**src/rtl/barrel_normalizer.sv**
```systemverilog
// barrel_normalizer: iterative normalizer and the inverse of the barrel shifter.
// It finds the shift that moves the first set bit to the MSB (left) or to the
// LSB (right). The search is binary, one log-step per clock.
// Both sides use valid/ready handshakes. A result is presented only once the
// search is complete. The result registers keep their last values after handoff.
module barrel_normalizer #(
  parameter int BW_DATA = 8,
  parameter int BW_K    = $clog2(BW_DATA)
) (
  input  logic               i_clk,
  input  logic               i_rst,
  input  logic               i_valid,
  output logic               o_ready,
  input  logic [BW_DATA-1:0] i_a,
  input  logic               i_left,
  output logic               o_valid,
  input  logic               i_ready,
  output logic [BW_DATA-1:0] o_y,
  output logic [BW_K-1:0]    o_k,
  output logic               o_zero
);

  typedef enum logic [1:0] {
    IDLE = 2'd0,
    BUSY = 2'd1,
    DONE = 2'd2
  } state_t;

  // The final step index is S-1. S is the number of log-steps and equals BW_K.
  localparam logic [BW_K-1:0]    LAST_STEP = BW_K'(BW_K - 1);
  localparam logic [BW_K-1:0]    K_ONE     = BW_K'(1);
  localparam logic [BW_K-1:0]    K_ZERO    = {BW_K{1'b0}};
  localparam logic [BW_DATA-1:0] ALL_ONES  = {BW_DATA{1'b1}};
  localparam logic [BW_DATA-1:0] ALL_ZERO  = {BW_DATA{1'b0}};

  state_t             state_r;
  state_t             state_nxt_s;
  logic               ready_r;
  logic               valid_r;

  logic [BW_DATA-1:0] work_r;
  logic               left_r;
  logic [BW_K-1:0]    k_acc_r;
  logic [BW_K-1:0]    step_r;
  logic               zero_r;

  logic [BW_DATA-1:0] y_r;
  logic [BW_K-1:0]    k_out_r;
  logic               zero_out_r;

  logic               accept_s;
  logic               last_step_s;
  logic [BW_K-1:0]    bit_idx_s;
  logic [BW_K-1:0]    width_s;
  logic [BW_DATA-1:0] mask_s;
  logic               hit_s;
  logic [BW_DATA-1:0] work_nxt_s;
  logic [BW_K-1:0]    k_nxt_s;

  // State register. The handshake flags are registered from the next state.
  always_ff @(posedge i_clk or posedge i_rst) begin
    if (i_rst) begin
      state_r <= IDLE;
      ready_r <= 1'b1;
      valid_r <= 1'b0;
    end else begin
      state_r <= state_nxt_s;
      ready_r <= (state_nxt_s == IDLE);
      valid_r <= (state_nxt_s == DONE);
    end
  end

  // Next-state logic: accept -> S search steps -> hold the result until it is taken.
  always_comb begin
    state_nxt_s = state_r;
    case (state_r)
      IDLE: begin
        if (i_valid) begin
          state_nxt_s = BUSY;
        end else begin
          state_nxt_s = IDLE;
        end
      end
      BUSY: begin
        if (step_r == LAST_STEP) begin
          state_nxt_s = DONE;
        end else begin
          state_nxt_s = BUSY;
        end
      end
      DONE: begin
        if (i_ready) begin
          state_nxt_s = IDLE;
        end else begin
          state_nxt_s = DONE;
        end
      end
      default: begin
        state_nxt_s = IDLE;
      end
    endcase
  end

  // Per-step search decode.
  // The step width is 2^(S-1-step). The step tests the outer field of that
  // width in the chosen direction. It shifts the field out only if the field is all zero.
  always_comb begin
    accept_s    = 1'b0;
    last_step_s = 1'b0;
    bit_idx_s   = K_ZERO;
    width_s     = K_ZERO;
    mask_s      = ALL_ZERO;
    hit_s       = 1'b0;
    work_nxt_s  = work_r;
    k_nxt_s     = k_acc_r;

    accept_s    = (state_r == IDLE) && i_valid;
    last_step_s = (step_r == LAST_STEP);
    bit_idx_s   = LAST_STEP - step_r;
    width_s     = K_ONE << bit_idx_s;

    if (left_r) begin
      mask_s = ~(ALL_ONES >> width_s);
    end else begin
      mask_s = ~(ALL_ONES << width_s);
    end

    hit_s = ((work_r & mask_s) == ALL_ZERO);

    if (hit_s) begin
      if (left_r) begin
        work_nxt_s = work_r << width_s;
      end else begin
        work_nxt_s = work_r >> width_s;
      end
      k_nxt_s = k_acc_r | (K_ONE << bit_idx_s);
    end else begin
      work_nxt_s = work_r;
      k_nxt_s    = k_acc_r;
    end
  end

  // Working datapath: captures the operand on acceptance and advances one step in BUSY.
  always_ff @(posedge i_clk or posedge i_rst) begin
    if (i_rst) begin
      work_r  <= ALL_ZERO;
      left_r  <= 1'b0;
      k_acc_r <= K_ZERO;
      step_r  <= K_ZERO;
      zero_r  <= 1'b0;
    end else if (accept_s) begin
      work_r  <= i_a;
      left_r  <= i_left;
      k_acc_r <= K_ZERO;
      step_r  <= K_ZERO;
      zero_r  <= (i_a == ALL_ZERO);
    end else if (state_r == BUSY) begin
      work_r  <= work_nxt_s;
      k_acc_r <= k_nxt_s;
      step_r  <= step_r + K_ONE;
    end else begin
      work_r  <= work_r;
      k_acc_r <= k_acc_r;
      step_r  <= step_r;
    end
  end

  // Result registers: loaded only at the final step, so a partial result is never visible.
  always_ff @(posedge i_clk or posedge i_rst) begin
    if (i_rst) begin
      y_r        <= ALL_ZERO;
      k_out_r    <= K_ZERO;
      zero_out_r <= 1'b0;
    end else if ((state_r == BUSY) && last_step_s) begin
      y_r        <= work_nxt_s;
      k_out_r    <= k_nxt_s;
      zero_out_r <= zero_r;
    end else begin
      y_r        <= y_r;
      k_out_r    <= k_out_r;
      zero_out_r <= zero_out_r;
    end
  end

  assign o_ready = ready_r;
  assign o_valid = valid_r;
  assign o_y     = y_r;
  assign o_k     = k_out_r;
  assign o_zero  = zero_out_r;

endmodule

```
**config.mk**
```make
export PLATFORM = sky130hd
export DESIGN_NAME = barrel_normalizer
export DESIGN_NICKNAME = d
export VERILOG_FILES = /design/src/rtl/barrel_normalizer.sv
export SDC_FILE = /design/constraint.sdc
export NUM_CORES = 1
export LEC_CHECK = 0
export ABC_AREA = 1
export CORE_MARGIN = 5
export CORE_UTILIZATION = 45
export DETAILED_ROUTE_END_ITERATION = 16
export PLACE_DENSITY = 0.69
export SLEW_MARGIN = 5
export SYNTH_ARGS = -nofsm -noshare
export SYNTH_HDL_FRONTEND = slang
export SYNTH_SLANG_ARGS = --single-unit
```
**constraint.sdc**
```tcl
create_clock -name i_clk -period 4.25 [get_ports i_clk]
set_clock_uncertainty 0.1 [all_clocks]
set_input_delay 0.6375 -clock i_clk [delete_from_list [all_inputs] [get_ports i_clk]]
set_output_delay 0.6375 -clock i_clk [all_outputs]
set_load 0.005 [all_outputs]
```
==> results of run 1 <==
kinds of logic (layout without fill, tap and decap cells):
group	after synthesis	in the layout	synth area share [%]
AO/OA/AOI/OAI	39	39	10.86
buffers and inverters	54	82	10.11
flip-flops	32	32	37.03
adder cells (fa/ha/maj)	4	4	2.311
AND/OR/NAND/NOR	206	206	39.69
final timing paths:
| kind | to | depth (start not counted) |
|---|---|---|
| setup reg to reg | k_acc_r[1] | 11 |
| hold / removal | o_y[6] | 2 |
| setup / recovery | k_acc_r[1] | 11 |
| max in group asynchronous | o_ready | 3 |
| min in group asynchronous | o_valid | 3 |
| hold reg to reg | o_y[6] | 2 |
layer usage:
metal	global-route usage [%]	routed length, µm	vias up	part of all wire, %
met5	0	0	-	0
met4	5.842	73	0	1.2
met3	2.822	457	11	7.8
met2	31.99	2579	131	44
met1	29.26	2776	1012	47
li1	-	-	1109	-
cell usage in the layout, fill, tap and decap left out, types with 4 or more instances in the layout:
master / count
dfrtp_1: 31
o21ai_0: 13
inv_1: 40
nand2_1: 134
clkdlybuf4s50_1: 26
a21oi_1: 9
ha_1: 4
inv_2: 4
nand3_1: 41
clkbuf_8: 6
o22ai_1: 8
nor2_1: 21
power by group through the flow:
| stage | registers (W) | clock network [W] | logic [W] |
|---|---|---|---|
| 6_report | 0.000563 | 0.000240 | 0.00161 |
| 5_1_grt | 0.000581 | 0.000259 | 0.00183 |
| 4_1_cts | 0.000562 | 0.000244 | 0.00159 |
| 3_5_place_dp | 0.000565 | 0 | 0.00158 |
| 3_3_place_gp | 0.000562 | 0 | 0.00157 |
| 2_1_floorplan | 0.000530 | 0 | 0.00119 |
per-stage QoR:
step | total power, W | utilization (%) | std cells | hold WS, ps
after CTS | 0.002392 | 54.40 | 417 | 381.7
after detailed placement | 0.002141 | 52.48 | 409 | 363.7
after global routing | 0.002674 | 54.40 | 417 | 405.7
final | 0.002410 | 54.40 | 417 | 379.5
after floorplan | 0.001715 | - | 335 | 342.2
after global placement | 0.002131 | 52.48 | 409 | 365.1
state kept, by name, indices dropped and copies added, names as in the netlist:
register / count
k_acc_r: 3
left_r: 1
o_k: 3
o_ready: 1
o_valid: 1
o_y: 8
o_zero: 1
state_r: 2
step_r: 3
work_r: 8
zero_r: 1
area by class of cell:
cell class	count	area, µm²
Tap cell	54	67.56
Fill cell	458	2140
Inverter	46	172.7
Clock buffer	8	90.09
Timing Repair Buffer	28	275.3
Multi-Input combinational cell	249	1145
Sequential cell	32	802.0
worst max-delay path: cells and delay by family (launching register included):
family	cells	cell delay, ps
AND/OR/NAND/NOR	7	1200
AO/OA/AOI/OAI	2	560
adder cells (fa/ha/maj)	1	230
flip-flops	1	430
buffers and inverters	1	90
==> impl_summary.log, run 1 <==
INFO  metric drive_above_1_share = 6.336%
INFO  metric die_h = 79.38 µm
INFO  metric io-pin-count = 27
INFO  metric worst_setup_path_end_kind = register
INFO  metric postSynth.asyncResetShare = between 90% and 100%
INFO  metric post-synth-top-count-cell = nand2_1
INFO  metric dp_hpwl = roughly 4300 µm
INFO  metric number_of_cells_produced_by_synthesis = 335
INFO  metric cp_common_cell = nand2_1
INFO  metric fp-row-count = 25
INFO  metric count_of_flip_flops_with_a_built_in_enable_after_synthesis = 0
INFO  metric report.final.hold_viol_count = 0
INFO  metric synth_cell_type_count = 28
INFO  metric die_w = just under 80 µm
INFO  metric worst_min_path_class = register to register
INFO  metric drt-initial-drc-count = between 150 and 200
INFO  metric timing.final.crit_share = about 62%
INFO  metric viasPerCell = 5.427
INFO  metric worst_setup_path_startpoint = step_r[0]
INFO  metric preCtsSetupSlack = roughly 1600 ps
INFO  metric cp_slowest_cell = dfrtp_1
INFO  metric worst-endpoint-required = 4370 ps
INFO  metric power_per_cell_area = approximately 940 nW/µm²
INFO  metric dpl-instance-area = 2462 µm²
INFO  metric drt_pass1_iterations = 4
INFO  metric cts.path.max_buffers = 2
INFO  metric synth.yosys.seq_area_share = between 30% and 40%
INFO  metric cts_max_level = 2
INFO  metric cts_post_setup_buffers_inserted = 0
INFO  metric initial_utilization = a little under half
INFO  metric power_frac_seq = roughly a quarter
INFO  metric timing.final.setup_violations = 0
INFO  metric clkPwrFrac = 9.9%
INFO  metric place.port_buffers = 26
INFO  metric finish.instance_area = roughly 2600 µm²
INFO  metric wl = slightly below 6000 µm
INFO  metric timing.rr.start = step_r[0]
INFO  metric fin_tns_setup = 0 ps
INFO  metric power_frac_comb = between 60 and 70%
INFO  metric status = completed
INFO  metric postCtsHoldBufs = 0
INFO  metric crit_chain = ha_1, inv_1, nand2_1, nand3_1, nand2_1, nand2_1, nand2_1, nor2_2, nand3_1, o21ai_0, o21a_1
INFO  metric num-nets-final = roughly 380
INFO  metric die_area = about 6300 µm²
INFO  metric setup.reg_to_reg.worst_slack = between 1500 and 2000 ps
INFO  metric globalRoute.totalOverflow = 0
INFO  metric ys_seq_elements = 32
INFO  metric track_usage = between 20% and 30%
INFO  metric worstSetupStartpointType = register
INFO  metric drc_errors = 0
INFO  metric route.detailed.wl_per_inst = about 14 µm
INFO  metric critical_path_class = register to register
INFO  metric synth_top_cell_by_area = dfrtp_1
INFO  metric path_clk_slew = around 60 ps
INFO  metric crit_path_max_fanout = 12
INFO  metric final-max-slew-violation-count = 0
INFO  metric p_switching = around 0.0013 W
INFO  metric switching_share = about 53%
INFO  metric ys_warn_count = 0
INFO  metric area.growth.synth_to_final = 17.85%
INFO  metric internal_power = 0.001121 W
INFO  metric cts_inserted_buffers = 5
INFO  metric synth_area_leaders = dfrtp_1 36%, nand2_1 23%, nand3_1 9.5%, inv_1 6.9%, nor2_1 3.6%
INFO  metric worstMarginPinSlew = around 520 ps
INFO  metric synth.avg_cell_area = ~6.5 µm²
INFO  metric core_region_area = around 4700 µm²
INFO  metric grt_pass1_vias = 2154
INFO  metric n_antenna_cell = 0
INFO  metric setup_slack = about 1600 ps
INFO  metric place.gp.congestion = around 0.95
INFO  metric net_count_after_synthesis = between 300 and 400
INFO  metric tritoncts = done
INFO  metric min_clock_period_post_route = 2652 ps
INFO  metric worst_skew_pair.late_latency = between 200 and 300 ps
INFO  metric total_leakage_power = approximately 1.4 nW
INFO  metric ys.flop_type = dfrtp_1
INFO  metric cap_viol_max_count = 0
INFO  metric clockRootBuffer = clkbuf_8
INFO  metric synth.cell_area = around 2200 µm²
INFO  metric max_freq = roughly 0.38 GHz
INFO  metric yosys.area.top_type_share = between 30% and 40%
INFO  metric grt_start_max_net_pins = 33
INFO  metric antenna_found_initial = 0
INFO  metric routed-via-count = between 2000 and 2500
INFO  metric grt_setup_unrepaired = false
INFO  metric worstHoldStart = o_y[6]
INFO  metric max-slew-margin-rel = 65.45%
INFO  metric cts_sinks = 32
INFO  metric drt.antenna.violating_nets = 0
INFO  metric grt_first_pass_wirelength = ~10000 µm
INFO  metric cts-resized-gates = 0
INFO  metric slowest_delay = 430 ps
INFO  metric synth.cells.most_frequent = 134 x nand2_1, 41 x nand3_1, 40 x inv_1
INFO  metric timing.critical_path.arrival = about 2800 ps
INFO  metric vdd.ir_drop.worst = around 0.00041 V
Power figures use the tool's default switching activity.
==> run 2, diff against run 1 <==
--- a/config.mk
+++ b/config.mk
@@ -9,7 +9,7 @@
 export CORE_MARGIN = 5
 export CORE_UTILIZATION = 45
 export DETAILED_ROUTE_END_ITERATION = 16
-export PLACE_DENSITY = 0.69
+export PLACE_DENSITY = 0.71
 export SLEW_MARGIN = 5
 export SYNTH_ARGS = -nofsm -noshare
 export SYNTH_HDL_FRONTEND = slang
==> constraint.sdc (replaced) <==
create_clock -name i_clk -period 2.12 [get_ports i_clk]
set_clock_uncertainty 0.1 [all_clocks]
set_input_delay 0.318 -clock i_clk [delete_from_list [all_inputs] [get_ports i_clk]]
set_output_delay 0.318 -clock i_clk [all_outputs]
set_load 0.005 [all_outputs]
==> run 2 against run 1 <==
The flow now finishes with violations (negative setup slack). Non-clock buffer count increased by 19. Final cell count up 4.6%. Register-to-register slack got worse by 1600 ps. Largest power group unchanged.
==> impl_summary.log, run 2 (synthesis results as in run 1) <==
INFO  metric status = finished, violations left
INFO  metric violations = negative setup slack
INFO  metric route.detailed.wl_per_inst = 13.99 µm (-0.88%)
INFO  metric most_frequent_standard_cell_in_the_layout_excluding_fill_and_tap_cells = nand2_1
INFO  metric crit_chain = ha_2, inv_2, nand2_2, nand2_4, nand2_4, buf_4, nand2_1, inv_2, nand3_1, o21ai_0, nor2_1, nand2_1, nand3_1, nand2_1
INFO  metric place.port_buffers = 26 (unchanged)
INFO  metric die_w = 79.38 µm (unchanged)
INFO  metric power_per_cell_area = 1950 nW/µm² (+110%)
INFO  metric cts.path.max_buffers = 2 (unchanged)
INFO  metric initial_utilization = 46.16% (unchanged)
INFO  metric critical_path_class = register to register
INFO  metric cts_max_level = 2 (unchanged)
INFO  metric io-pin-count = 27 (unchanged)
INFO  metric clockRootBuffer = clkbuf_8
INFO  metric crit_path_max_fanout = 7 (-5)
INFO  metric cts_sinks = 32 (unchanged)
INFO  metric grt_first_pass_wirelength = 10190 µm (+0.54%)
INFO  metric worstSetupStartpointType = register
INFO  metric globalRoute.totalOverflow = 0 (unchanged)
INFO  metric setup_slack = -13.51 ps (-1612 ps)
INFO  metric grt_setup_unrepaired = true
INFO  metric cp_common_cell = nand2_1
INFO  metric seqCellArea = 802.0 µm² (unchanged)
INFO  metric wl = 6100 µm (+3.6%)
INFO  metric final_cell_mix = 133 x nand2_1, 38 x inv_1, 37 x nand3_1, 31 x dfrtp_1, 26 x clkdlybuf4s50_1
INFO  metric multi_input_logic_area = 1217 µm² (+6.3%)
INFO  metric track_usage = 20.33% (-0.034 points)
INFO  metric vdd.ir_drop.worst = 0.0007974 V (+92%)
INFO  metric cap_viol_max_count = 0 (unchanged)
INFO  metric max-slew-margin-rel = 63.21% (-2.2 points)
INFO  metric num-nets-final = 398 (+5.0%)
INFO  metric worst_min_path_class = input pin to async pin
INFO  metric total_leakage_power = 1.513 nW (+9.1%)
INFO  metric tritoncts = done
INFO  metric worst_setup_path_end_kind = register
INFO  metric path_clk_slew = 70 ps (about the same)
INFO  metric drc_errors = 0 (unchanged)
INFO  metric postCtsHoldBufs = 0 (unchanged)
INFO  metric grt_start_max_net_pins = 21 (-36%)
INFO  metric grt_pass1_vias = 2216 (+2.9%)
INFO  metric routed-via-count = 2336 (+3.2%)
INFO  metric drt-initial-drc-count = 323 (+92%)
INFO  metric final.fill_count = 423 (-7.6%)
INFO  metric preCtsSetupSlack = -5.521 ps (-1595 ps)
INFO  metric worst_skew_pair.late_latency = 280 ps (about the same)
INFO  metric whs = 292.1 ps (-87.36 ps)
INFO  metric antenna_found_initial = 0 (unchanged)
INFO  metric critPathBufInv = 3 (+2)
INFO  metric timing.final.setup_violations = 1 (+1)
INFO  metric drt_pass1_iterations = 5 (+1)
INFO  metric n_antenna_cell = 0 (unchanged)
INFO  metric final-max-slew-violation-count = 0 (unchanged)
INFO  metric min_clock_period_post_route = 2134 ps (-518.2 ps)
INFO  metric fp-row-count = 25 (unchanged)
INFO  metric report.final.hold_viol_count = 0 (unchanged)
INFO  metric slowest_delay = 400 ps (-30 ps)
INFO  metric max_freq = 0.4687 GHz (+24%)
INFO  metric cts_inserted_buffers = 5 (unchanged)
INFO  metric die_area = 6300 µm² (unchanged)
INFO  metric timing.final.crit_share = 100.6% (+38 points)
INFO  metric dp_hpwl = 4476 µm (+3.3%)
INFO  metric area.growth.synth_to_final = 30.39%
INFO  metric drt.antenna.violating_nets = 0 (unchanged)
INFO  metric worstMarginPinSlew = 551.2 ps (+34.28 ps)
INFO  metric drive_above_1_share = 15.18% (+8.8 points)
INFO  metric crit_family = simple AND/OR/NAND/NOR gates
INFO  metric worst-endpoint-required = 2190 ps (-2180 ps)
INFO  metric viasPerCell = 5.358 (-1.3%)
INFO  metric cp_slowest_cell = dfrtp_1
INFO  metric core_region_area = 4692 µm² (unchanged)
INFO  metric timing.critical_path.arrival = 2210 ps (-560 ps)
INFO  metric place.gp.congestion = 0.9708 (+1.8%)
INFO  metric die_h = 79.38 µm (unchanged)
run 2: cell types whose count changed in the layout (fill, tap and decap cells not counted), sizes merged:
cell    previous run  this run
buf                2        21
bufinv             0         1
clkbuf             8         7
run 2: cell type report:
cell class,instances,share of cell area [%]
repair buffers,47,15.51
clock inverters,1,1.063
multi-input cells,249,43.11
well taps,54,2.393
inverters,46,6.114
clock buffers,7,3.412
flip-flops and latches,32,28.40
run 2: through the flow:
stage | util (%) | power [W] | cells | cell area (µm²) | TNS [ps]
floorplan | - | 0.003438 | 335 | 2166 | 0
global placement | 54.99 | 0.004496 | 423 | 2580 | 0
detailed placement | 54.99 | 0.004521 | 423 | 2580 | -10.21
CTS | 57.68 | 0.005182 | 431 | 2706 | 0
global route | 60.19 | 0.005997 | 436 | 2824 | -646.3
finish | 60.19 | 0.005508 | 436 | 2824 | -13.51
run 2: power breakdown:
group	switching (W)	total, W	internal (W)
Sequential	0.000250	0.00114	0.000893
Clock	0.000227	0.000641	0.000415
Combinational	0.00227	0.00372	0.00145
run 2: timing repair:
action	in CTS	in global routing
resized for setup	1	23
setup endpoints to repair	2	22
pin swaps	0	2
buffers inserted	0	5
run 2: worst reg2reg max path: stages, from the launching register on:
cell and delay [ps]:
dfrtp_1 400, ha_2 210, inv_2 60, nand2_2 70, nand2_4 150, nand2_4 80, buf_4 160, nand2_1 100
inv_2 70, nand3_1 90, o21ai_0 120, nor2_1 160, nand2_1 100, nand3_1 90, nand2_1 50
run 2: path summary, 6_finish.rpt:
check                          start          to  slack [ps]  depth (start not counted)
min                            i_rst  k_acc_r[2]         290                          2
max in group asynchronous      i_rst   work_r[6]        1140                          3
max reg2reg                step_r[1]      o_y[3]         -10                         14
min in group i_clk            zero_r      o_zero         380                          2
max                        step_r[1]      o_y[3]         -10                         14
min reg2reg                   zero_r      o_zero         380                          2
run 2: routing by layer:
metal	part of all wire, %	track usage, %
met5	0	0
met1	45	26.83
met3	8.4	3.950
met2	44	32.49
met4	2.7	8.591
